`src/rtl/bnn_param_loader.sv`:
```
// bnn_param_loader: buffers a host-written parameter image and streams it LSB-first into the BNN chain.
// Latency: start accepted at edge t -> setup high from t+1 for CHAIN_BITS cycles (x2 with verify), done pulse after.
// Backpressure: wr_ready low when buffer full or not IDLE; bytes, flush and start are ignored outside IDLE.
// Optional feature macro: BNN_PARAM_VERIFY_EN adds a replay pass that checks param_ret into sticky verify_err.
module bnn_param_loader #(
  parameter int NEURONS     = 8,
  parameter int NEURON_BITS = 12
) (
  input  logic       clk,
  input  logic       reset,
  input  logic       wr_valid,
  input  logic [7:0] wr_data,
  output logic       wr_ready,
  input  logic       flush,
  input  logic       start,
  output logic       busy,
  output logic       done,
  output logic       setup,
  output logic       param_out,
  input  logic       param_ret,
  output logic       verify_err
);

  localparam int CHAIN_BITS = NEURONS * NEURON_BITS;
  localparam int WORDS      = (CHAIN_BITS + 7) / 8;
  localparam int BW         = $clog2(CHAIN_BITS);
  localparam int IW         = $clog2(WORDS * 8);
  localparam int FW         = $clog2(WORDS + 1);

  typedef enum logic [1:0] {IDLE, SHIFT, VERIFY, DONE} state_t;

  state_t              state_q, state_d;
  logic [FW-1:0]       fill_q, fill_d;
  logic [BW-1:0]       bitcnt_q, bitcnt_d;
  logic                setup_q, setup_d;
  logic                param_out_q, param_out_d;
  logic                busy_q, busy_d;
  logic                done_q, done_d;
  logic                verr_q, verr_d;
  logic [WORDS*8-1:0]  img_q, img_d;

  logic                full;
  logic                wr_fire;
  logic                last_bit;
  logic [IW-1:0]       cur_idx;
  logic [IW-1:0]       nxt_idx;
  logic [IW-1:0]       wr_idx;

`ifndef BNN_PARAM_VERIFY_EN
  // The readback pin only matters when the replay pass exists.
  logic unused_param_ret;
  assign unused_param_ret = param_ret;
`endif

  assign full     = (fill_q == FW'(WORDS));
  assign wr_ready = (state_q == IDLE) && !full;
  // A simultaneous flush discards the byte so the refilled image starts clean.
  assign wr_fire  = wr_valid && wr_ready && !flush;
  assign last_bit = (bitcnt_q == BW'(CHAIN_BITS - 1));
  assign cur_idx  = IW'(bitcnt_q);
  assign nxt_idx  = IW'(bitcnt_q + BW'(1));
  assign wr_idx   = IW'({fill_q, 3'b000});

  // Image buffer: host bytes land at the current fill position.
  always_comb begin
    img_d = img_q;
    if (wr_fire) img_d[wr_idx +: 8] = wr_data;
  end

  // Next-state and registered-output decode; outputs are precomputed so they change on the same edge as state.
  always_comb begin
    state_d     = state_q;
    fill_d      = fill_q;
    bitcnt_d    = bitcnt_q;
    setup_d     = 1'b0;
    param_out_d = 1'b0;
    done_d      = 1'b0;
    verr_d      = verr_q;
    case (state_q)
      IDLE: begin
        if (flush) begin
          fill_d = '0;
        end else begin
          if (wr_fire) fill_d = fill_q + FW'(1);
          if (start && full) begin
            state_d     = SHIFT;
            bitcnt_d    = '0;
            setup_d     = 1'b1;
            param_out_d = img_q[0];
            verr_d      = 1'b0;
          end
        end
      end
      SHIFT: begin
        setup_d = 1'b1;
        if (last_bit) begin
`ifdef BNN_PARAM_VERIFY_EN
          state_d     = VERIFY;
          bitcnt_d    = '0;
          param_out_d = img_q[0];
`else
          state_d = DONE;
          setup_d = 1'b0;
          done_d  = 1'b1;
`endif
        end else begin
          bitcnt_d    = bitcnt_q + BW'(1);
          param_out_d = img_q[nxt_idx];
        end
      end
`ifdef BNN_PARAM_VERIFY_EN
      VERIFY: begin
        setup_d = 1'b1;
        // The chain's tail emits bit j while replay bit j is being driven in.
        if (param_ret != img_q[cur_idx]) verr_d = 1'b1;
        if (last_bit) begin
          state_d = DONE;
          setup_d = 1'b0;
          done_d  = 1'b1;
        end else begin
          bitcnt_d    = bitcnt_q + BW'(1);
          param_out_d = img_q[nxt_idx];
        end
      end
`endif
      DONE: begin
        state_d = IDLE;
      end
      default: begin
        state_d = IDLE;
      end
    endcase
    busy_d = (state_d == SHIFT) || (state_d == VERIFY);
  end

  // Control state register with synchronous reset; reset leaves the image invalid (fill=0).
  always_ff @(posedge clk) begin
    if (reset) begin
      state_q     <= IDLE;
      fill_q      <= '0;
      bitcnt_q    <= '0;
      setup_q     <= 1'b0;
      param_out_q <= 1'b0;
      busy_q      <= 1'b0;
      done_q      <= 1'b0;
      verr_q      <= 1'b0;
    end else begin
      state_q     <= state_d;
      fill_q      <= fill_d;
      bitcnt_q    <= bitcnt_d;
      setup_q     <= setup_d;
      param_out_q <= param_out_d;
      busy_q      <= busy_d;
      done_q      <= done_d;
      verr_q      <= verr_d;
    end
  end

  // Image storage needs no reset: fill_q gates whether it is valid.
  always_ff @(posedge clk) begin
    img_q <= img_d;
  end

  assign setup      = setup_q;
  assign param_out  = param_out_q;
  assign busy       = busy_q;
  assign done       = done_q;
  assign verify_err = verr_q;

endmodule

```
`config.mk`:
```
export PLATFORM = sky130hd
export DESIGN_NAME = bnn_param_loader
export DESIGN_NICKNAME = d
export VERILOG_FILES = /design/src/rtl/bnn_param_loader.sv
export SDC_FILE = /design/constraint.sdc
export NUM_CORES = 1
export LEC_CHECK = 0
export CAP_MARGIN = 0
export CELL_PAD_IN_SITES_DETAIL_PLACEMENT = 1
export CELL_PAD_IN_SITES_GLOBAL_PLACEMENT = 1
export CORE_ASPECT_RATIO = 1.1
export CORE_MARGIN = 1.5
export CORE_UTILIZATION = 35
export CTS_CLUSTER_SIZE = 16
export DETAILED_ROUTE_END_ITERATION = 6
export DONT_BUFFER_PORTS = 1
export PLACE_DENSITY_LB_ADDON = 0.08
export REMOVE_ABC_BUFFERS = 1
export SYNTH_ARGS = -nofsm -noshare
export SYNTH_HDL_FRONTEND = slang
export SYNTH_SLANG_ARGS = --single-unit
```
`constraint.sdc`:
```
create_clock -name clk -period 8.8 [get_ports clk]
set_clock_uncertainty 0.2 [all_clocks]
set_input_delay 0.88 -clock clk [delete_from_list [all_inputs] [get_ports clk]]
set_output_delay 0.88 -clock clk [all_outputs]
set_load 0.01 [all_outputs]
```
=== Yosys cells after proc, flatten, opt, wreduce, memory -nomap -nowiden ===
Index checks and enable logic that the tools add are counted.

* Bits in registers: 113
* Word-level logic and storage cells: 58
* Input port bits: 14

* Shift-type cells: 2
* $lt $le $gt $ge: 1
* Add/sub/neg operators: 3
* Eq/ne operators: 8
* Reduce and logical (&&, ||, !) cells: 13
* Bitwise logic cells: 1
* Muxes and demuxes: 22

{| class="wikitable"
|+ Operator list
! operator !! number
|-
| $bwmux W96 || 1
|-
| $shift A8 B9 Y96 const A || 1
|-
| $shiftx A8 B9 Y96 || 1
|-
| $mux W7 || 3
|-
| $pmux W7 S2 || 1
|-
| $neg A7 Y9 || 1
|-
| $lt A7 B8 Y1 const B || 1
|-
| $mux W1 || 8
|-
| $mux W4 || 2
|-
| $add A7 B1 Y7 const B || 1
|-
| $bmux W1 S7 || 1
|-
| $eq A7 B7 Y1 const B || 1
|-
| $mux W2 || 3
|-
| $add A4 B1 Y4 const B || 1
|-
| $eq A2 B1 Y1 const B || 2
|-
| $eq A4 B4 Y1 const B || 1
|-
| $logic_and A1 B1 Y1 || 4
|-
| $ne A2 B2 Y1 const B || 2
|-
| $pmux W1 S2 || 2
|-
| $pmux W2 S2 || 1
|-
| $reduce_and A4 Y1 || 1
|-
| $reduce_bool A2 Y1 || 2
|-
| $eq A2 B2 Y1 const B || 1
|-
| $logic_not A1 Y1 || 2
|-
| 6 further kinds || 6
|}

=== Depth between registers and ports, before layout ===
Gate-level depths: netlist of the first run.

* Word-level depth: 7
* Gate-level depth with buffers: 9

=== Least setup slack after synthesis of the first run ===
Ideal clock, no wire load.

* Kind: reg-to-reg
* Start: register fill_q[0]
* End: register img_q[32], enable pin
* Setup slack: 5.728 ns
* Required time: 8.205 ns
* Clock period less this slack: 3.072 ns
* Stages on the path, launching flop included: 8
* Setup time: 0.395 ns
* Arrival: 2.477 ns
* Path buffers: 1
* Path through: dfxtp_1 > clkbuf_1 > inv_1 > ha_1 > or2_2 > o21ai_0 > o21ai_0 > nor4_1

* Word-level cells in the longest chain between the ends: 5

{| class="wikitable"
|+ Ends and longest elaborated chain
! element !! line !! RTL
|-
| start: declaration || 33 || <nowiki>logic [FW-1:0] fill_q, fill_d;</nowiki>
|-
| start signal: assignment || 149 || <nowiki>fill_q <= fill_d;</nowiki>
|-
| $eq A4 B4 Y1 || 55 || <nowiki>assign full = (fill_q == FW'(WORDS));</nowiki>
|-
| $logic_not A1 Y1 || 56 || <nowiki>assign wr_ready = (state_q == IDLE) && !full;</nowiki>
|-
| $logic_and A1 B1 Y1 || 56 ||
|-
| $logic_and A1 B1 Y1 (2 in series) || 58 || <nowiki>assign wr_fire = wr_valid && wr_ready && !flush;</nowiki>
|-
| end signal: assignment || 161 || <nowiki>img_q <= img_d;</nowiki>
|-
| end: declaration || 40 || <nowiki>logic [WORDS*8-1:0] img_q, img_d;</nowiki>
|}

Every way passes these cells.
A chain may end at the register's enable or synchronous reset.

=== Worst setup path after layout of the first run ===
* Start: register fill_q[0]
* End: register img_q[21], enable pin

* Word-level cells in the longest chain between the ends: 5

{| class="wikitable"
|+ Ends and longest elaborated chain
! element !! line !! RTL
|-
| $eq A4 B4 Y1 || 55 ||
|-
| $logic_not A1 Y1 || 56 ||
|-
| $logic_and A1 B1 Y1 || 56 ||
|-
| net wr_ready || 13 || <nowiki>output logic wr_ready,</nowiki>
|-
| $logic_and A1 B1 Y1 (2 in series) || 58 ||
|}

The timed path passes the listed nets, and every way through them passes these cells.

==> flow_summary_export.csv, run 1 <==
group,metric,value,unit
yosys,synthFlopType,"edfxtp_1",
yosys,netlist_area,5430,um2
timing,fin_crit_sh,39.5,%
clock_tree,clockRootBuffer,"clkbuf_16",
global_route,grt_pass1_wl,21000,um
setup_path,cp_max_fo,12,
final_layout,syn2layout_area_growth,13.1,%
placement,place_congestion,0.721,
setup_path,cp-end-kind,"register",
timing,hold_slack,325,ps
yosys,synth_edf_count,96,
floorplanning,ioPinCount,20,
final_layout,multi_input_area,2070,um2
floorplanning,core_area,15100,um2
routing,ant_nets,0,
placement,hpwl,8810,um
power_and_ir_drop,power.leakage,0.00182,uW
floorplanning,num_rows,47,
routing,num_vias,3377,
final_layout,nets,453,
global_route,grt_pass1_vias,3648,
yosys,ys_ff_latch,113,
yosys,async_flop_share,0,%
yosys,syn_inst,431,
clock_tree,post-cts-setup-buffers,0,
global_route,grt_max_degree,32,
clock_tree,ctsHtreeMaxLevel,4,
yosys,synth_top_cell_area_share,53.1,%
clock_tree,clockBufferDepth,2,
job,cap_violations,0,
power_and_ir_drop,vdd_drop_max,128,uV
floorplanning,die_height,134,um
final_layout,final_layout_size_suffix_gt1_share,13.9,%
routing,routed_via_density,5.27,
final_layout,diodes,0,
routing,dr.first_iter.drc_count,153,
timing,slew_headroom,27.7,%
timing,period_needed,3470,ps
setup_path,worstSetupStartpointType,"register",
setup_path,crit_required,8640,ps
clock_tree,cts_hold_buf,0,
timing,tns,0,ps
clock_tree,numCtsBuffers,17,
setup_path,path_class,"reg2reg",
global_route,antenna_found_initial,0,
final_layout,fillCellCount,1550,
timing,rsz0062_at_grt,"false",
yosys,synth.top_cells.by_area,"edfxtp_1 (53%), mux4_2 (9.9%), dfxtp_1 (6.3%), and2_1 (6.1%), nor2_1 (5.4%)",
yosys,synth.avg_cell_area,12.6,um2
yosys,synth_top_area_cell,"edfxtp_1",
timing,finalSetupViolCount,0,
clock_tree,clock_latency,420,ps
timing,slew_viol_final,0,
global_route,grt_util_all_layers,18.2,%
timing,fmax,288,MHz
global_route,overflow,0,
floorplanning,die_area,16300,um2
routing,wl_per_cell,20.8,um
setup_path,arrival,3310,ps
yosys,yosys_warnings,0,
routing,drc,0,
routing,drt_wl_total,13300,um
final_layout,ff_latch_area,3220,um2
clock_tree,cts.repair.resized,0,
run_status,status,"complete, no violations",
yosys,synth_cell_types,54,
placement,port_buffers,0,
yosys,ys_seq_area_share,59.3,%
worst_hold_path,min_path_type,"in2reg",
clock_tree,clk_pin_slew,50,ps
power_and_ir_drop,power_density,202,nW/um2
clock_tree,cts_tree,"yes",
timing,tightest_slew,1080,ps
floorplanning,initial_core_util,36.0,%
power_and_ir_drop,finalPower,1240,uW
floorplanning,fp.dieW,122,um
routing,drtPass1Iterations,4,
timing,hold_viol,0,
clock_tree,cts.sinks,113,
[logic make-up (layout without fill, tap and decap cells)]
group                    count (synthesis)  in the layout  share of synthesized area, %
AND/OR/NAND/NOR                        197            197                          18.2
flip-flops                             113            113                          59.3
AO/OA/AOI/OAI                           48             48                          5.80
multiplexers                            35             35                          12.0
buffers and inverters                   28             42                          2.62
adder cells (fa/ha/maj)                  5              5                          1.15
XOR/XNOR                                 4              4                         0.783
other                                    1              1                        0.0690
[worst max-delay path: stages, from the launching register on]
cell and delay [ps]:
dfxtp_1 600, inv_1 250, ha_1 340, nand3_1 190
and2_1 250, nand3b_1 300, nor3_1 960
[per-layer routing]
layer  GRT usage (%)  share of wire [%]  wire length (um)  up-vias
met3            4.67                3.5               471       20
met5               0                  0                 0        -
met4            6.86                1.9               249        0
met2            31.4                 52              6900       45
met1            21.6                 43              5720     1718
li1                -                  -                 -     1594
[sequential cells by signal, summed over array words and instances, names as in the netlist]
register / flops
state_q: 2
done: 1
fill_q: 4
param_out: 1
busy: 1
setup: 1
img_q: 96
bitcnt_q: 7
[final timing paths]
path | from | to | slack [ps] | cells past startpoint
max | fill_q[0] | img_q[21] | 5330 | 6
min | reset | bitcnt_q[0] | 330 | 1
max reg2reg | fill_q[0] | img_q[21] | 5330 | 6
min reg2reg | state_q[0] | state_q[0] | 350 | 1
[placed cells by master, fill, tap and decap left out, types with 2 or more instances in the layout]
cell type / count
edfxtp_1: 96
nor2_1: 78
and2_1: 53
nand2_1: 27
mux4_2: 24
clkbuf_16: 17
dfxtp_1: 16
a21oi_1: 11
nor3_1: 10
o21ai_0: 9
mux2i_1: 9
buf_4: 8
clkinv_1: 6
a211oi_1: 5
ha_1: 5
inv_1: 4
nand3_1: 4
a22oi_1: 4
and3b_1: 3
nor4_1: 3
nor2b_1: 3
clkbuf_1: 3
nor3b_1: 2
nand3b_1: 2
nand4_1: 2
o21a_1: 2
a21o_1: 2
and3_1: 2
a32oi_1: 2
xnor2_1: 2
a31oi_1: 2
o22ai_1: 2
mux2_2: 2
bufinv_16: 2
[stage by stage]
stage | instance area, um2 | utilization (%) | setup slack, ps | instances
floorplan | 5310 | - | 5340 | 407
global placement | 5610 | 37.1 | 5330 | 611
detailed placement | 5610 | 37.1 | 5240 | 611
CTS | 6140 | 40.7 | 5240 | 641
global route | 6140 | 40.7 | 5020 | 641
finish | 6140 | 40.7 | 5330 | 641
[final cells by class]
class	instances	share of cell area [%]
Clock buffer	20	7.11
Clock inverter	10	1.55
Inverter	4	0.244
Multi-Input combinational cell	290	33.7
Sequential cell	113	52.5
Tap cell	196	3.99
Timing Repair Buffer	8	0.977
[synthesized netlist by cell type, types with 5 or more instances]
cell type / number
a211oi_1: 5
a21oi_1: 11
and2_1: 53
buf_2: 6
clkbuf_1: 11
dfxtp_1: 17
edfxtp_1: 96
ha_1: 5
mux2i_1: 9
mux4_2: 24
nand2_1: 27
nor2_1: 78
nor3_1: 10
o21ai_0: 9
[report_power, final]
| group | internal [uW] | total, uW | switching, uW |
|---|---|---|---|
| clock network | 405 | 634 | 229 |
| logic | 9.17 | 27.8 | 18.6 |
| registers | 579 | 581 | 2.22 |
| total | 993 | 1240 | 250 |
Note: power is estimated with default switching activity, not from simulation.
==> run 2, diff against run 1 <==
- clock period: 8.8 -> 2.84 ns (I/O delays scaled with it)
==> run 2 against run 1 <==
Routed wire length rose by 3.2%; sequential cell count is the same; critical path depth rose by 2; register-to-register slack worse by 5000 ps; global-route usage up 0.55 points; core utilization up 2.0 points; worst setup slack got worse by 5000 ps; cell count rose by 5.0%; critical endpoint is now img_q[28]; largest cell class unchanged; highest routed layer unchanged.
==> flow_summary_export.csv, run 2 (synthesis gave the netlist of run 1 again) <==
group,metric,value,unit
run_status,status,"complete, no violations",
floorplanning,ioPinCount,20,
final_layout,final_common_cell,"edfxtp_1",
timing,slew_viol_final,0,
setup_path,slowest_stage,"and3b_1",
timing,slew_headroom,55.9,%
timing,finalSetupViolCount,0,
floorplanning,fp.dieW,122,um
setup_path,path_class,"reg2reg",
final_layout,largest_reg_flops,96,
global_route,grt_max_degree,31,
floorplanning,die_area,16300,um2
setup_path,crit_required,2750,ps
setup_path,rrSetupSlack,320,ps
timing,hold_viol,0,
final_layout,final_layout_size_suffix_gt1_share,18.7,%
routing,wl_per_cell,20.5,um
setup_path,cp-end-kind,"register",
power_and_ir_drop,vdd_drop_max,421,uV
timing,rsz0062_at_grt,"false",
floorplanning,num_rows,47,
setup_path,cp_max_fo,8,
placement,place_congestion,0.768,
clock_tree,ctsHtreeMaxLevel,4,
placement,place_ws,327,ps
timing,fin_crit_sh,88.8,%
clock_tree,cts_tree,"yes",
global_route,overflow,0,
final_layout,fin_cells,673,
final_layout,largest-register,"img_q",
final_layout,final_core_util,42.7,%
clock_tree,cts.repair.resized,0,
power_and_ir_drop,power.leakage,0.00198,uW
routing,dr.first_iter.drc_count,182,
clock_tree,clock_latency,410,ps
floorplanning,initial_core_util,36.0,%
floorplanning,core_area,15100,um2
floorplanning,die_height,134,um
routing,drtPass1Iterations,4,
setup_path,crit_chain,"inv_1 > ha_1 > nand3_1 > and2_1 > and3b_1 > nand2_1 > nor2_1 > buf_4",
timing,fin_ws,319,ps
routing,ant_nets,0,
clock_tree,post-cts-setup-buffers,0,
setup_path,critPathTopFamily,"simple AND/OR/NAND/NOR gates",
final_layout,layout_common_cells,"edfxtp_1 (96), nor2_1 (78), and2_1 (53)",
final_layout,reg_top3,"img_q (96), bitcnt_q (7), fill_q (4)",
final_layout,syn2layout_area_growth,18.8,%
placement,place_inst,631,
timing,tns,0,ps
setup_path,max_stage_delay,380,ps
routing,drt_wl_total,13800,um
timing,tightest_slew,659,ps
timing,fmax,397,MHz
clock_tree,clockRootBuffer,"clkbuf_16",
routing,num_vias,3468,
timing,period_needed,2520,ps
clock_tree,clk_pin_slew,50,ps
setup_path,worstSetupStartpointType,"register",
global_route,grt_pass1_wl,21800,um
placement,port_buffers,0,
setup_path,path_buf_inv,2,
job,cap_violations,0,
final_layout,nets,483,
clock_tree,numCtsBuffers,17,
power_and_ir_drop,power_density,610,nW/um2
global_route,grt_pass1_vias,3764,
clock_tree,cts.sinks,113,
global_route,antenna_found_initial,0,
worst_hold_path,min_path_type,"in2reg",
final_layout,diodes,0,
routing,drc,0,
clock_tree,clockBufferDepth,2,
timing,hold_slack,26.4,ps
setup_path,arrival,2440,ps
placement,hpwl,9080,um
routing,routed_via_density,5.15,
global_route,grt_util_all_layers,18.7,%
run 2: cell count changes in the layout (fill, tap and decap cells not counted):
cell,delta
clkinvlp_4,+2
clkinv_2,+5
clkinv_1,-4
clkbuf_1,-1
dlygate4sd3_1,+10
buf_4,+17
buf_12,+3
run 2: worst paths after layout:
path                              endpoint       start  cells after the start
worst max-delay path             img_q[28]   fill_q[0]                      8
worst min-delay path             img_q[63]  wr_data[7]                      2
worst max register to register   img_q[28]   fill_q[0]                      8
worst min register to register  state_q[0]  state_q[0]                      1
run 2: layout make-up:
| class | instances | area (um2) |
|---|---|---|
| repair buffers | 38 | 348 |
| inverters | 4 | 15.0 |
| clock buffers | 19 | 433 |
| well taps | 196 | 245 |
| clock inverters | 13 | 120 |
| multi-input cells | 290 | 2070 |
| flip-flops and latches | 113 | 3220 |
| fillers | 1564 | 8660 |
run 2: stage by stage:
stage | power [uW] | instance area (um2)
after detailed placement | 1930 | 5800
after floorplan | 1890 | 5310
after global routing | 4060 | 6450
after CTS | 3970 | 6450
final | 3940 | 6450
after global placement | 1930 | 5800
run 2: power breakdown:
group / switching [uW] / internal, uW
clock network: 735 / 1270
logic: 89.2 / 45.9
registers: 2.87 / 1790
total: 827 / 3110
run 2: per-layer routing:
layer  part of all wire (%)  up-vias  global-route usage, %
li1                       -     1649                      -
met1                     46     1780                   24.6
met2                     52       27                   31.1
met3                    1.7       12                   3.25
met4                    1.2        0                   6.67
met5                      0        -                      0
run 2: timing repair:
item,4_1_cts,5_1_grt
setup endpoints to repair,0,0
hold buffers,10,0
endpoints found under the hold margin,96,0
==> run 3, diff against run 2 <==
- CORE_ASPECT_RATIO: 1.1 -> default
- GPL_TIMING_DRIVEN: default -> 0
==> run 3 against run 2 <==
Routed wire length is 1.7% higher; non-clock buffer count shrank 8; global-route usage grew 0.17 points; power up 2.6%; core utilization is 0.66 points higher; worst hold slack got worse by 2.1 ps; combinational power is 7% higher; sequential cell count is the same.
==> flow_summary_export.csv, run 3 (synthesis gave the netlist of run 1 again) <==
group,metric,value,unit
timing,slew_viol_final,0,
final_layout,syn2layout_area_growth,21.3,%
floorplanning,initial_core_util,35.7,%
placement,port_buffers,0,
worst_hold_path,min_path_type,"in2reg",
final_layout,diodes,0,
clock_tree,cts.sinks,113,
clock_tree,numCtsBuffers,17,
timing,period_needed,2700,ps
final_layout,largest_reg_flops,96,
power_and_ir_drop,power.leakage,0.00199,uW
clock_tree,cts_tree,"yes",
timing,tns,0,ps
clock_tree,clock_latency,420,ps
placement,hpwl,8860,um
routing,ant_nets,0,
setup_path,worstSetupStartpointType,"register",
setup_path,cp_max_fo,12,
floorplanning,die_height,128,um
timing,finalSetupViolCount,0,
setup_path,crit_required,2760,ps
final_layout,largest-register,"img_q",
clock_tree,ctsHtreeMaxLevel,4,
clock_tree,clockBufferDepth,2,
power_and_ir_drop,power_density,612,nW/um2
global_route,antenna_found_initial,1,
final_layout,nets,475,
final_layout,reg_top3,"img_q (96), bitcnt_q (7), fill_q (4)",
power_and_ir_drop,finalPower,4040,uW
routing,wl_per_cell,21.3,um
placement,dpl_cell_area,5590,um2
routing,num_vias,3442,
timing,fin_crit_sh,95.2,%
routing,drtPass1Iterations,4,
routing,drt_wl_total,14000,um
final_layout,fin_area,6590,um2
final_layout,final_layout_size_suffix_gt1_share,22.2,%
global_route,grt_pass1_wl,22100,um
global_route,grt_pass1_vias,3765,
run_status,status,"complete, no violations",
timing,fmax,370,MHz
placement,place_inst,598,
floorplanning,ioPinCount,20,
floorplanning,die_area,16300,um2
routing,routed_via_density,5.24,
final_layout,final_common_cell,"edfxtp_1",
routing,dr.first_iter.drc_count,193,
global_route,overflow,0,
placement,place_congestion,0.780,
floorplanning,fp.dieW,128,um
final_layout,layout_common_cells,"edfxtp_1 (96), nor2_1 (72), and2_1 (51)",
setup_path,path_class,"reg2reg",
timing,fin_ws,135,ps
routing,drc,0,
global_route,grt_max_degree,19,
timing,tightest_slew,965,ps
placement,place_ws,-1020,ps
setup_path,cp-end-kind,"register",
power_and_ir_drop,vdd_drop_max,499,uV
timing,slew_headroom,35.7,%
global_route,grt_util_all_layers,18.9,%
floorplanning,core_area,15200,um2
clock_tree,clk_pin_slew,50,ps
floorplanning,num_rows,45,
final_layout,fillCellCount,1548,
timing,hold_viol,0,
setup_path,arrival,2620,ps
clock_tree,clockRootBuffer,"clkbuf_16",
job,cap_violations,0,
final_layout,fin_cells,657,
run 3: layout make-up:
class	count	area, um2	area share [%]
Timing Repair Buffer	30	284	4.31
Clock buffer	18	429	6.51
Inverter	4	15.0	0.228
Tap cell	188	235	3.57
Multi-Input combinational cell	290	2250	34.1
Sequential cell	113	3230	49.0
Clock inverter	14	146	2.22
run 3: path summary, 6_finish.rpt:
path	from	end	slack, ps	cells after the start
setup / recovery	fill_q[0]	img_q[2]	140	5
hold / removal	wr_data[6]	img_q[94]	20	2
setup reg to reg	fill_q[0]	img_q[2]	140	5
hold reg to reg	bitcnt_q[0]	bitcnt_q[0]	330	2
run 3: per-layer routing:
metal | GRT usage, % | routed length, um
met4 | 5.82 | 167
met1 | 24.3 | 6380
met2 | 32.0 | 7140
met5 | 0 | 0
met3 | 4.27 | 329
run 3: worst max-delay path, cell delays in order (launching register included):
cell and delay, ps:
dfxtp_4 450, inv_1 190, ha_4 340, or4b_2 670, nor3_4 290, and2_4 260
run 3: timing repair:
action,CTS,global route
pin swaps,2,3
gates cloned,0,0
hold endpoints to repair,100,0
gates resized for setup,33,11
endpoints found under the setup margin,162,97
setup buffers,7,10
hold buffers,10,0
run 3: report_power, final:
group	switching, uW	internal, uW
sequential	8.04	1790
clock	740	1350
combinational	93.6	50.3
total	842	3200
run 3: stage by stage:
stage                     hold WS (ps)  utilization [%]
after global routing              17.9             43.4
after global placement             159             36.5
final                             24.2             43.4
after CTS                         13.9             42.6
after detailed placement           155             36.7
after floorplan                    156                -
